File: src/rtl/result_readback_pkg.sv
// Shared definitions for the MCU GPIO responder: opcodes, status codes and response word layout.
// Opcode values are also consumed by ControlBlock, so they must stay in step with it.
package result_readback_pkg;

    localparam logic [2:0] OP_KERNEL  = 3'd0;
    localparam logic [2:0] OP_IMGSIZE = 3'd1;
    localparam logic [2:0] OP_IMG     = 3'd2;
    localparam logic [2:0] OP_REQ     = 3'd3;
    localparam logic [2:0] OP_RUN     = 3'd4;

    typedef enum logic [1:0] {
        STATUS_DATA  = 2'b00,
        STATUS_EMPTY = 2'b01,
        STATUS_DONE  = 2'b10,
        STATUS_OVF   = 2'b11
    } status_e;

    // Field order matches the GPIO word from bit 31 down to bit 0.
    typedef struct packed {
        logic       ack;
        status_e    status;
        logic [4:0] rsvd_hi;
        logic [7:0] fill;
        logic [7:0] rsvd_mid;
        logic [7:0] pixel;
    } resp_t;

    function automatic logic [31:0] pack_resp(
        input logic       ack,
        input status_e    status,
        input logic [7:0] fill,
        input logic [7:0] pixel
    );
        resp_t r;
        r.ack      = ack;
        r.status   = status;
        r.rsvd_hi  = '0;
        r.fill     = fill;
        r.rsvd_mid = '0;
        r.pixel    = (status == STATUS_DATA) ? pixel : '0;
        return r;
    endfunction

endpackage

File: src/rtl/result_readback_sync_fifo.sv
// Synchronous FIFO with fill count and flush; head is read combinationally at rd_ptr.
// Push while full and pop while empty are ignored.
module sync_fifo #(
    parameter int unsigned DEPTH = 16,
    parameter int unsigned W     = 8
) (
    input  logic                   clk,
    input  logic                   rst,
    input  logic                   flush,
    input  logic                   push,
    input  logic                   pop,
    input  logic [W-1:0]           wdata,
    output logic [W-1:0]           head,
    output logic                   full,
    output logic                   empty,
    output logic [$clog2(DEPTH):0] count
);

    localparam int unsigned AW = $clog2(DEPTH);

    logic [AW-1:0] wr_ptr_q, wr_ptr_d;
    logic [AW-1:0] rd_ptr_q, rd_ptr_d;
    logic [AW:0]   count_q, count_d;
    logic [W-1:0]  mem_q [DEPTH];
    logic          do_push;
    logic          do_pop;

    assign full    = (count_q == (AW+1)'(DEPTH));
    assign empty   = (count_q == '0);
    assign count   = count_q;
    assign head    = mem_q[rd_ptr_q];
    assign do_push = push & ~full;
    assign do_pop  = pop & ~empty;

    // Pointers wrap naturally because DEPTH is a power of two.
    always_comb begin
        wr_ptr_d = wr_ptr_q;
        rd_ptr_d = rd_ptr_q;
        count_d  = count_q;
        if (flush) begin
            wr_ptr_d = '0;
            rd_ptr_d = '0;
            count_d  = '0;
        end else begin
            if (do_push) wr_ptr_d = wr_ptr_q + 1'b1;
            if (do_pop)  rd_ptr_d = rd_ptr_q + 1'b1;
            case ({do_push, do_pop})
                2'b10:   count_d = count_q + 1'b1;
                2'b01:   count_d = count_q - 1'b1;
                default: count_d = count_q;
            endcase
        end
    end

    always_ff @(posedge clk) begin
        if (rst) begin
            wr_ptr_q <= '0;
            rd_ptr_q <= '0;
            count_q  <= '0;
        end else begin
            wr_ptr_q <= wr_ptr_d;
            rd_ptr_q <= rd_ptr_d;
            count_q  <= count_d;
        end
    end

    always_ff @(posedge clk) begin
        if (do_push && !flush) mem_q[wr_ptr_q] <= wdata;
    end

endmodule

File: src/rtl/result_readback.sv
// Data_request responder: buffers convolved pixels and returns one per MCU request
// in a 32-bit GPIO word carrying an ACK toggle, status and post-operation fill level.
module result_readback
    import result_readback_pkg::*;
#(
    parameter int unsigned DEPTH = 16,
    parameter int unsigned PIX_W = 8
) (
    input  logic             i_CLK,
    input  logic             i_rst,
    input  logic [2:0]       i_GPIOctrl,
    input  logic             i_GPIOvalid,
    input  logic [PIX_W-1:0] i_pixel,
    input  logic             i_pixel_valid,
    input  logic             i_EOP_from_FSM,
    output logic             o_pixel_ready,
    output logic [31:0]      o_GPIOdata,
    output logic             o_overflow
);

    localparam int unsigned AW = $clog2(DEPTH);

    logic        vprev_q, vprev_d;
    logic        ack_q, ack_d;
    logic        eop_seen_q, eop_seen_d;
    logic        overflow_q, overflow_d;
    logic [31:0] gpio_data_q, gpio_data_d;

    logic             cmd_edge;
    logic             req_cmd;
    logic             load_cmd;
    logic             fifo_push;
    logic             fifo_pop;
    logic             fifo_full;
    logic             fifo_empty;
    logic [PIX_W-1:0] fifo_head;
    logic [AW:0]      fifo_count;
    logic [AW:0]      fill_after;
    status_e          status;

    assign cmd_edge  = i_GPIOvalid & ~vprev_q;
    assign req_cmd   = cmd_edge & (i_GPIOctrl == OP_REQ);
    assign load_cmd  = cmd_edge & (i_GPIOctrl == OP_IMG);
    // Readiness comes from the registered fill, so a pop cannot make room in the same cycle.
    assign fifo_push = i_pixel_valid & ~fifo_full;
    assign fifo_pop  = req_cmd & ~fifo_empty;

    sync_fifo #(
        .DEPTH (DEPTH),
        .W     (PIX_W)
    ) u_fifo (
        .clk   (i_CLK),
        .rst   (i_rst),
        .flush (load_cmd),
        .push  (fifo_push),
        .pop   (fifo_pop),
        .wdata (i_pixel),
        .head  (fifo_head),
        .full  (fifo_full),
        .empty (fifo_empty),
        .count (fifo_count)
    );

    always_comb begin
        fill_after = fifo_count;
        if (fifo_push && !fifo_pop) fill_after = fifo_count + 1'b1;
        if (fifo_pop && !fifo_push) fill_after = fifo_count - 1'b1;
    end

    always_comb begin
        if (overflow_q)       status = STATUS_OVF;
        else if (!fifo_empty) status = STATUS_DATA;
        else if (eop_seen_q)  status = STATUS_DONE;
        else                  status = STATUS_EMPTY;
    end

    always_comb begin
        vprev_d     = i_GPIOvalid;
        ack_d       = ack_q;
        gpio_data_d = gpio_data_q;
        eop_seen_d  = eop_seen_q | i_EOP_from_FSM;
        overflow_d  = overflow_q | (i_pixel_valid & fifo_full);
        if (req_cmd) begin
            ack_d       = ~ack_q;
            gpio_data_d = pack_resp(~ack_q, status, 8'(fill_after), 8'(fifo_head));
        end
        if (load_cmd) begin
            eop_seen_d = 1'b0;
            overflow_d = 1'b0;
        end
    end

    always_ff @(posedge i_CLK) begin
        if (i_rst) begin
            vprev_q     <= 1'b0;
            ack_q       <= 1'b0;
            eop_seen_q  <= 1'b0;
            overflow_q  <= 1'b0;
            gpio_data_q <= '0;
        end else begin
            vprev_q     <= vprev_d;
            ack_q       <= ack_d;
            eop_seen_q  <= eop_seen_d;
            overflow_q  <= overflow_d;
            gpio_data_q <= gpio_data_d;
        end
    end

    assign o_pixel_ready = ~fifo_full;
    assign o_overflow    = overflow_q;
    assign o_GPIOdata    = gpio_data_q;

endmodule
File: config.mk
export PLATFORM = sky130hd
export DESIGN_NAME = result_readback
export DESIGN_NICKNAME = d
export VERILOG_FILES = /design/src/rtl/result_readback_pkg.sv /design/src/rtl/result_readback_sync_fifo.sv /design/src/rtl/result_readback.sv
export SDC_FILE = /design/constraint.sdc
export NUM_CORES = 1
export LEC_CHECK = 0
export CAP_MARGIN = 20
export CORE_MARGIN = 2
export CORE_UTILIZATION = 58
export DETAILED_ROUTE_END_ITERATION = 8
export PLACE_DENSITY = 0.8
export SYNTH_ARGS = -nofsm -noshare
export SYNTH_HDL_FRONTEND = slang
export SYNTH_SLANG_ARGS = --single-unit
File: constraint.sdc
create_clock -name i_CLK -period 2.98 [get_ports i_CLK]
set_clock_uncertainty 0.1 [all_clocks]
set_input_delay 0.447 -clock i_CLK [delete_from_list [all_inputs] [get_ports i_CLK]]
set_output_delay 0.447 -clock i_CLK [all_outputs]
set_load 0.01 [all_outputs]
# == After elaboration in Yosys (flattened, before gate mapping) ==
# Memories as Yosys holds them, arrays and structs flattened. A register that Yosys moved wholly into a read port is not among the register bits.
# Index checks and enable logic that the tools add are counted.
# W data, S select, Z words.
# totals
inputBits,16
reg_bits,33
latchBits,0
output_inout_bits,34
mem_bits_rw,128
memories,1
rom_bits,0
wordCells,53
# memory_table
memory,depth,word_bits,read_ports,rd_clocked_by_memory_dff,wr,line_no,text
u_fifo.mem_q,16,8,1,1,1,result_readback_sync_fifo.sv:24,logic [W-1:0] mem_q [DEPTH];
# op_classes
n_mul,0
bitwise_logic,14
add_sub_neg,4
n_eq_ne,5
div,0
n_mux,11
shift,0
n_reduce_logical,10
magnitude_cmp,0
# op_table
operator,n
$mux W5,2
$pmux W5 S2,1
$add A4 B1 Y4 const B,2
$and A1 B1 Y1,8
$mux W4,2
$mux W8,1
$eq A3 B2 Y1 const B,2
$mux W2,3
$add A5 B1 Y5 const B,1
$eq A5 B5 Y1 const B,1
$logic_not A5 Y1,1
$sub A5 B1 Y5 const B,1
$not A1 Y1,4
$logic_and A1 B1 Y1,3
$logic_not A1 Y1,3
$eq A2 B1 Y1 const B,1
$eq A2 B2 Y1 const B,1
$logic_not A2 Y1,1
$mux W1,2
$or A1 B1 Y1,2
$reduce_bool A2 Y1,1
$reduce_or A2 Y1,1

# == Longest topological paths before layout ==
# depth
ltp_word,8
mapped_depth,10
mapped_depth_nobuf,10

# == Hierarchy ==
# From an unflattened synthesis, not the netlist that was laid out.
# hier_totals
hier_cells,443
hier_area_um2,6796.5
# modules_own_cells
module,n_inst,cells_per_inst,seq_area_each_um2,area_per_inst_um2
sync_fifo,1,316,4184.0,5750.5
result_readback,1,127,380.4,1046.0

# == Least setup slack after synthesis ==
# Ideal clock, no wire load.
# synth_path
kind,register to register
start,"register u_fifo.count_q[0], in the netlist u_fifo.count[0]"
end,"register u_fifo.count_q[3], in the netlist u_fifo.count[3]"
n_path_buf,1
path_slack_ns,0.663
required_ns,2.763
setup_time_ns,0.117
stages_incl_launch_ff,11
period_less_slack_ns,2.317
arrival_ns,2.100
cell_sequence,dfxtp_1 > inv_1 > ha_1 > nand4bb_1 > buf_2 > nand2_2 > ha_1 > or4b_1 > a21oi_1 > xnor2_1 > nor2_1
# synth_via
elab_chain_len,6
word_cells_on_any_way,14
classes_between,2 x add/sub; 3 x eq/ne; 1 x mux; 6 x bitwise; 2 x reduce/logical
# synth_lines
item,line_no,text
"start, declared",result_readback_sync_fifo.sv:23,"logic [AW:0] count_q, count_d;"
"start signal, assigned",result_readback_sync_fifo.sv:63,count_q <= count_d;
$eq A5 B5 Y1 *,result_readback_sync_fifo.sv:28,assign full = (count_q == (AW+1)'(DEPTH));
$not A1 Y1 *,--,
named net o_pixel_ready,result_readback.sv:16,"output logic o_pixel_ready,"
$and A1 B1 Y1,result_readback.sv:45,assign fifo_push = i_pixel_valid & ~fifo_full;
$and A1 B1 Y1 *,result_readback_sync_fifo.sv:32,assign do_push = push & ~full;
$eq A2 B1 Y1 / $eq A2 B2 Y1 (equally long branches),result_readback_sync_fifo.sv:47,"case ({do_push, do_pop})"
$pmux W5 S2 / $reduce_bool A2 Y1 (equally long branches),--,
# The timed path passes the listed nets; every way through them passes the cells marked *.
# A chain may end at the register's enable or synchronous reset.

# == Worst setup path after layout ==
# layout_path
start,"register u_fifo.count_q[0], in the netlist u_fifo.count[0]"
end,"memory u_fifo.mem_q[15][1], enable pin"
# layout_via
elab_chain_len,7
# layout_lines
item,line_no,text
$eq A5 B5 Y1 *,result_readback_sync_fifo.sv:28,
$not A1 Y1 *,"result_readback_sync_fifo.sv:32, result_readback.sv:45",
$and A1 B1 Y1,result_readback.sv:45,
$and A1 B1 Y1 *,result_readback_sync_fifo.sv:32,
$logic_and A1 B1 Y1 *,result_readback_sync_fifo.sv:68,if (do_push && !flush) mem_q[wr_ptr_q] <= wdata;
$mux W1 *,result_readback_sync_fifo.sv:68,
$mux W1 (not written as such) *,result_readback_sync_fifo.sv:68,
"end, declared",result_readback_sync_fifo.sv:24,
# Every way passes the cells marked *; elsewhere a longest branch is shown, timed or not.

==> run_results.csv <==
group,metric,value,unit
status,outcome,"completed",
power_and_ir_drop,power.combinational.fraction,0.054,
worst_setup_path,reg2reg_setup_slack,0.20,ns
sta,final_min_period_over_clock_period,0.932,
grt,met1_usage,0.318,
worst_setup_path,crit_chain,"inv_1, ha_1, nand4bb_1, nand2_2, nor4bb_1, buf_4, and2_1",
cells_and_area,antenna-diode-count,0,
yosys,proportion_of_synthesized_chip_area_in_sequential_cells,0.666,
clocking,clkSlewWorstSetupHoldPaths,0.06,ns
grt,grt_start_max_net_pins,20,
min_path,min-delay-path-class,"reg -> reg",
clocking,holdBufCountCts,0,
grt,grt_remaining_overflow,0,
worst_setup_path,worst_path_dominant_cell_family,"simple AND/OR/NAND/NOR gates",
cells_and_area,layout.nets,517,
power_and_ir_drop,p_leak,0.00257,uW
clocking,cts_tree,"yes",
cells_and_area,sequential_cell_area,4570,sq um
placement,port_buffers,33,
placement,dp_hpwl,9650,um
yosys,synth.top_cells.by_count,"sky130_fd_sc_hd__edfxtp_1 (128), sky130_fd_sc_hd__dfxtp_1 (36), sky130_fd_sc_hd__mux2i_1 (34)",
cells_and_area,drive_gt1_frac,0.152,
sta,number_of_pins_exceeding_their_max_slew_limit_in_the_final_report,0,
detailed_routing,drtAntennaViolNets,0,
power_and_ir_drop,power-per-cell-area,617,nW/um^2
yosys,number_of_flops_mapped_to_enable_cells_by_yosys,128,
cells_and_area,syn2layout_area_growth,14.3,%
sta,number_of_hold_slack_violations_in_the_final_timing_report,0,
worst_setup_path,cp_data_required_time,2.96,ns
yosys,fraction_of_registers_with_async_set_reset,0,
yosys,netlist.top_cell.by_area,"sky130_fd_sc_hd__edfxtp_1",
worst_setup_path,start_kind,"register",
detailed_routing,vias,3939,
yosys,syn-cell-area,6850,sq um
grt,groute.usage.overall,0.238,
yosys,synth.yosys.warnings,0,
clocking,ctsLongestPathBuffers,2,
grt,antenna_violations_before_repair,0,
detailed_routing,drt_pass1_iterations,5,
clocking,cts.sinks,164,
power_and_ir_drop,totalPowerFinal,4830,uW
yosys,post-synth-top-area-fraction,0.561,
cells_and_area,fill_cells,748,
worst_setup_path,worstPathBufferInverterCount,2,
sta,finalHoldWorstSlack,0.366,ns
power_and_ir_drop,total_switching_power,1040,uW
detailed_routing,post_drt_wl_per_cell,22.0,um
worst_setup_path,criticalPathCategory,"reg -> reg",
die,core_region_area,11500,sq um
sta,max_slew.worst_pin.slew,1.04,ns
detailed_routing,drc_errors,0,
placement,place_congestion,0.876,
grt,grt_first_pass_wirelength,22100,um
job,cap_violations,0,
yosys,syn_area_per_cell,15.2,sq um
placement,placed_cells,617,
clocking,cts_repair_resize_count,0,
clocking,post_cts_setup_buffers,0,
detailed_routing,post_drt_via_cell_ratio,6.07,
yosys,area_contributors_post_synth,"sky130_fd_sc_hd__edfxtp_1 (56%), sky130_fd_sc_hd__dfxtp_1 (11%), sky130_fd_sc_hd__mux4_2 (5.6%), sky130_fd_sc_hd__mux2i_1 (5.0%), sky130_fd_sc_hd__buf_4 (2.2%)",
grt,globalRouteMet3Util,0.0653,
sta,fin_crit,2.78,ns
cells_and_area,multi_input_comb_area,2080,sq um
detailed_routing,postRouteWirelength,14300,um
die,die_height,113,um
power_and_ir_drop,p_int,3790,uW
die,boundary_pin_count,50,
yosys,synth_cells,452,
power_and_ir_drop,share_clk_of_total_power,0.426,
clocking,cts-buffers-inserted,17,
sta,worst_slew_margin_rel,0.308,
worst_setup_path,crit_fanout,8,
clocking,ctsHtreeMaxLevel,4,
worst_setup_path,slowest_delay,0.51,ns
yosys,synthFlopType,"sky130_fd_sc_hd__edfxtp_1",
die,floorplan.initialDensity,0.598,
yosys,synth_cell_types,52,
sta,setup_tns,0,ns
clocking,clock_latency,0.43,ns
grt,grt_pass1_vias,3972,
yosys,synth.most_common_cell,"sky130_fd_sc_hd__edfxtp_1",
grt,globalRouteMet2Util,0.381,
power_and_ir_drop,vdd_ir_drop_max,0.363,mV
die,dieWidth,113,um
worst_setup_path,crit_arrival,2.76,ns
die,die_area,12700,sq um
grt,grt-busiest-layer,"met2",
yosys,synth_seq_cells,164,
cells_and_area,post_layout_nonfiller_instances,649,
detailed_routing,drt-initial-drc-count,408,
die,cell_row_count,39,
clocking,clock_tree.root_cell,"sky130_fd_sc_hd__clkbuf_16",
power_and_ir_drop,pwr-share-seq,0.521,
power_and_ir_drop,switching_share,0.215,
sta,rsz_0062_raised_after_global_routing,"false",
worst_setup_path,worst_path_max_delay_cell,"sky130_fd_sc_hd__nor4bb_1",
sta,achievable-frequency,0.360,GHz
worst_setup_path,end_kind,"register",
sta,final-setup-viol-count,0,
==> layout by cell type (no fill, tap or decap), types with 3 or more instances in the layout <==
cell type and n:
sky130_fd_sc_hd__mux4_2 17, sky130_fd_sc_hd__nor2b_1 5, sky130_fd_sc_hd__nor2_1 31, sky130_fd_sc_hd__conb_1 16
sky130_fd_sc_hd__xnor2_1 7, sky130_fd_sc_hd__xor2_1 7, sky130_fd_sc_hd__o21bai_1 4, sky130_fd_sc_hd__o31ai_2 7
sky130_fd_sc_hd__o21ai_0 4, sky130_fd_sc_hd__a21oi_1 9, sky130_fd_sc_hd__edfxtp_1 128, sky130_fd_sc_hd__nand2_1 17
sky130_fd_sc_hd__nor3_1 10, sky130_fd_sc_hd__mux2i_1 34, sky130_fd_sc_hd__inv_1 5, sky130_fd_sc_hd__and3_1 3
sky130_fd_sc_hd__clkinv_4 5, sky130_fd_sc_hd__clkbuf_16 17, sky130_fd_sc_hd__buf_4 13, sky130_fd_sc_hd__clkdlybuf4s50_1 33
sky130_fd_sc_hd__ha_1 8, sky130_fd_sc_hd__nand3_1 5, sky130_fd_sc_hd__a211oi_1 8, sky130_fd_sc_hd__o22ai_1 9
sky130_fd_sc_hd__and2_1 22, sky130_fd_sc_hd__dfxtp_1 35, sky130_fd_sc_hd__nand2b_1 4
==> worst register-to-register path: cells and delay by family, from the launching register on <==
| family | cells | cell delay (ns) |
|---|---|---|
| simple gates | 4 | 1.37 |
| flops | 1 | 0.43 |
| buf+inv | 2 | 0.31 |
| fa+ha+maj | 1 | 0.23 |
==> flip-flops by register name, summed over array words and instances (netlist names), named ones only <==
| name | count |
|---|---|
| u_fifo.rd_ptr_q | 4 |
| ack_q | 1 |
| o_overflow | 1 |
| u_fifo.mem_q | 128 |
| vprev_q | 1 |
| o_GPIOdata | 15 |
| u_fifo.count | 5 |
| eop_seen_q | 1 |
| u_fifo.wr_ptr_q | 4 |
==> kinds of logic (layout without fill, tap and decap cells) <==
family | after synthesis | in the layout | synth area share
flip-flops | 164 | 164 | 0.666
AND/OR/NAND/NOR | 120 | 120 | 0.101
multiplexers | 53 | 53 | 0.109
AO/OA/AOI/OAI | 48 | 48 | 0.0522
buffers and inverters | 44 | 83 | 0.0392
XOR/XNOR | 14 | 14 | 0.0179
adder cells (fa/ha/maj) | 8 | 8 | 0.0146
other | 1 | 16 | 0.000547
==> layer usage <==
layer,part of all wire,wire length [um],vias up
met3,0.075,1070,21
met1,0.41,5830,1984
li1,-,-,1761
met4,0.020,279,0
met5,0,0,-
met2,0.50,7110,173
==> per-stage QoR <==
stage,instance area [sq um],setup WS [ns],util
CTS,7830,0.209,0.683
finish,7830,0.202,0.683
floorplan,6910,0.663,-
global placement,7270,0.155,0.634
detailed placement,7270,0.115,0.634
global route,7830,0.0129,0.683
==> power by group through the flow <==
stage	logic [uW]	clock network (uW)	registers (uW)
floorplan	165	0	2560
global placement	250	0	2560
detailed placement	259	0	2560
CTS	260	2070	2520
global route	282	2170	2520
finish	259	2060	2520
==> worst paths after layout <==
path | startpoint | to | depth (start not counted)
hold reg to reg | o_GPIOdata[20] | o_GPIOdata[20] | 2
setup reg to reg | u_fifo.count[0] | u_fifo.mem_q[15][1] | 7
setup / recovery | u_fifo.count[0] | u_fifo.mem_q[15][1] | 7
hold / removal | o_GPIOdata[20] | o_GPIOdata[20] | 2
==> cell type report <==
cell class | instances | share of cell area
sequential | 164 | 0.583
multi-input combinational | 259 | 0.265
clock buffer | 21 | 0.0588
timing repair buffer | 46 | 0.0546
tap | 143 | 0.0228
clock inverter | 11 | 0.0133
inverter | 5 | 0.00240
No activity file was read; power rests on OpenSTA's default activity.
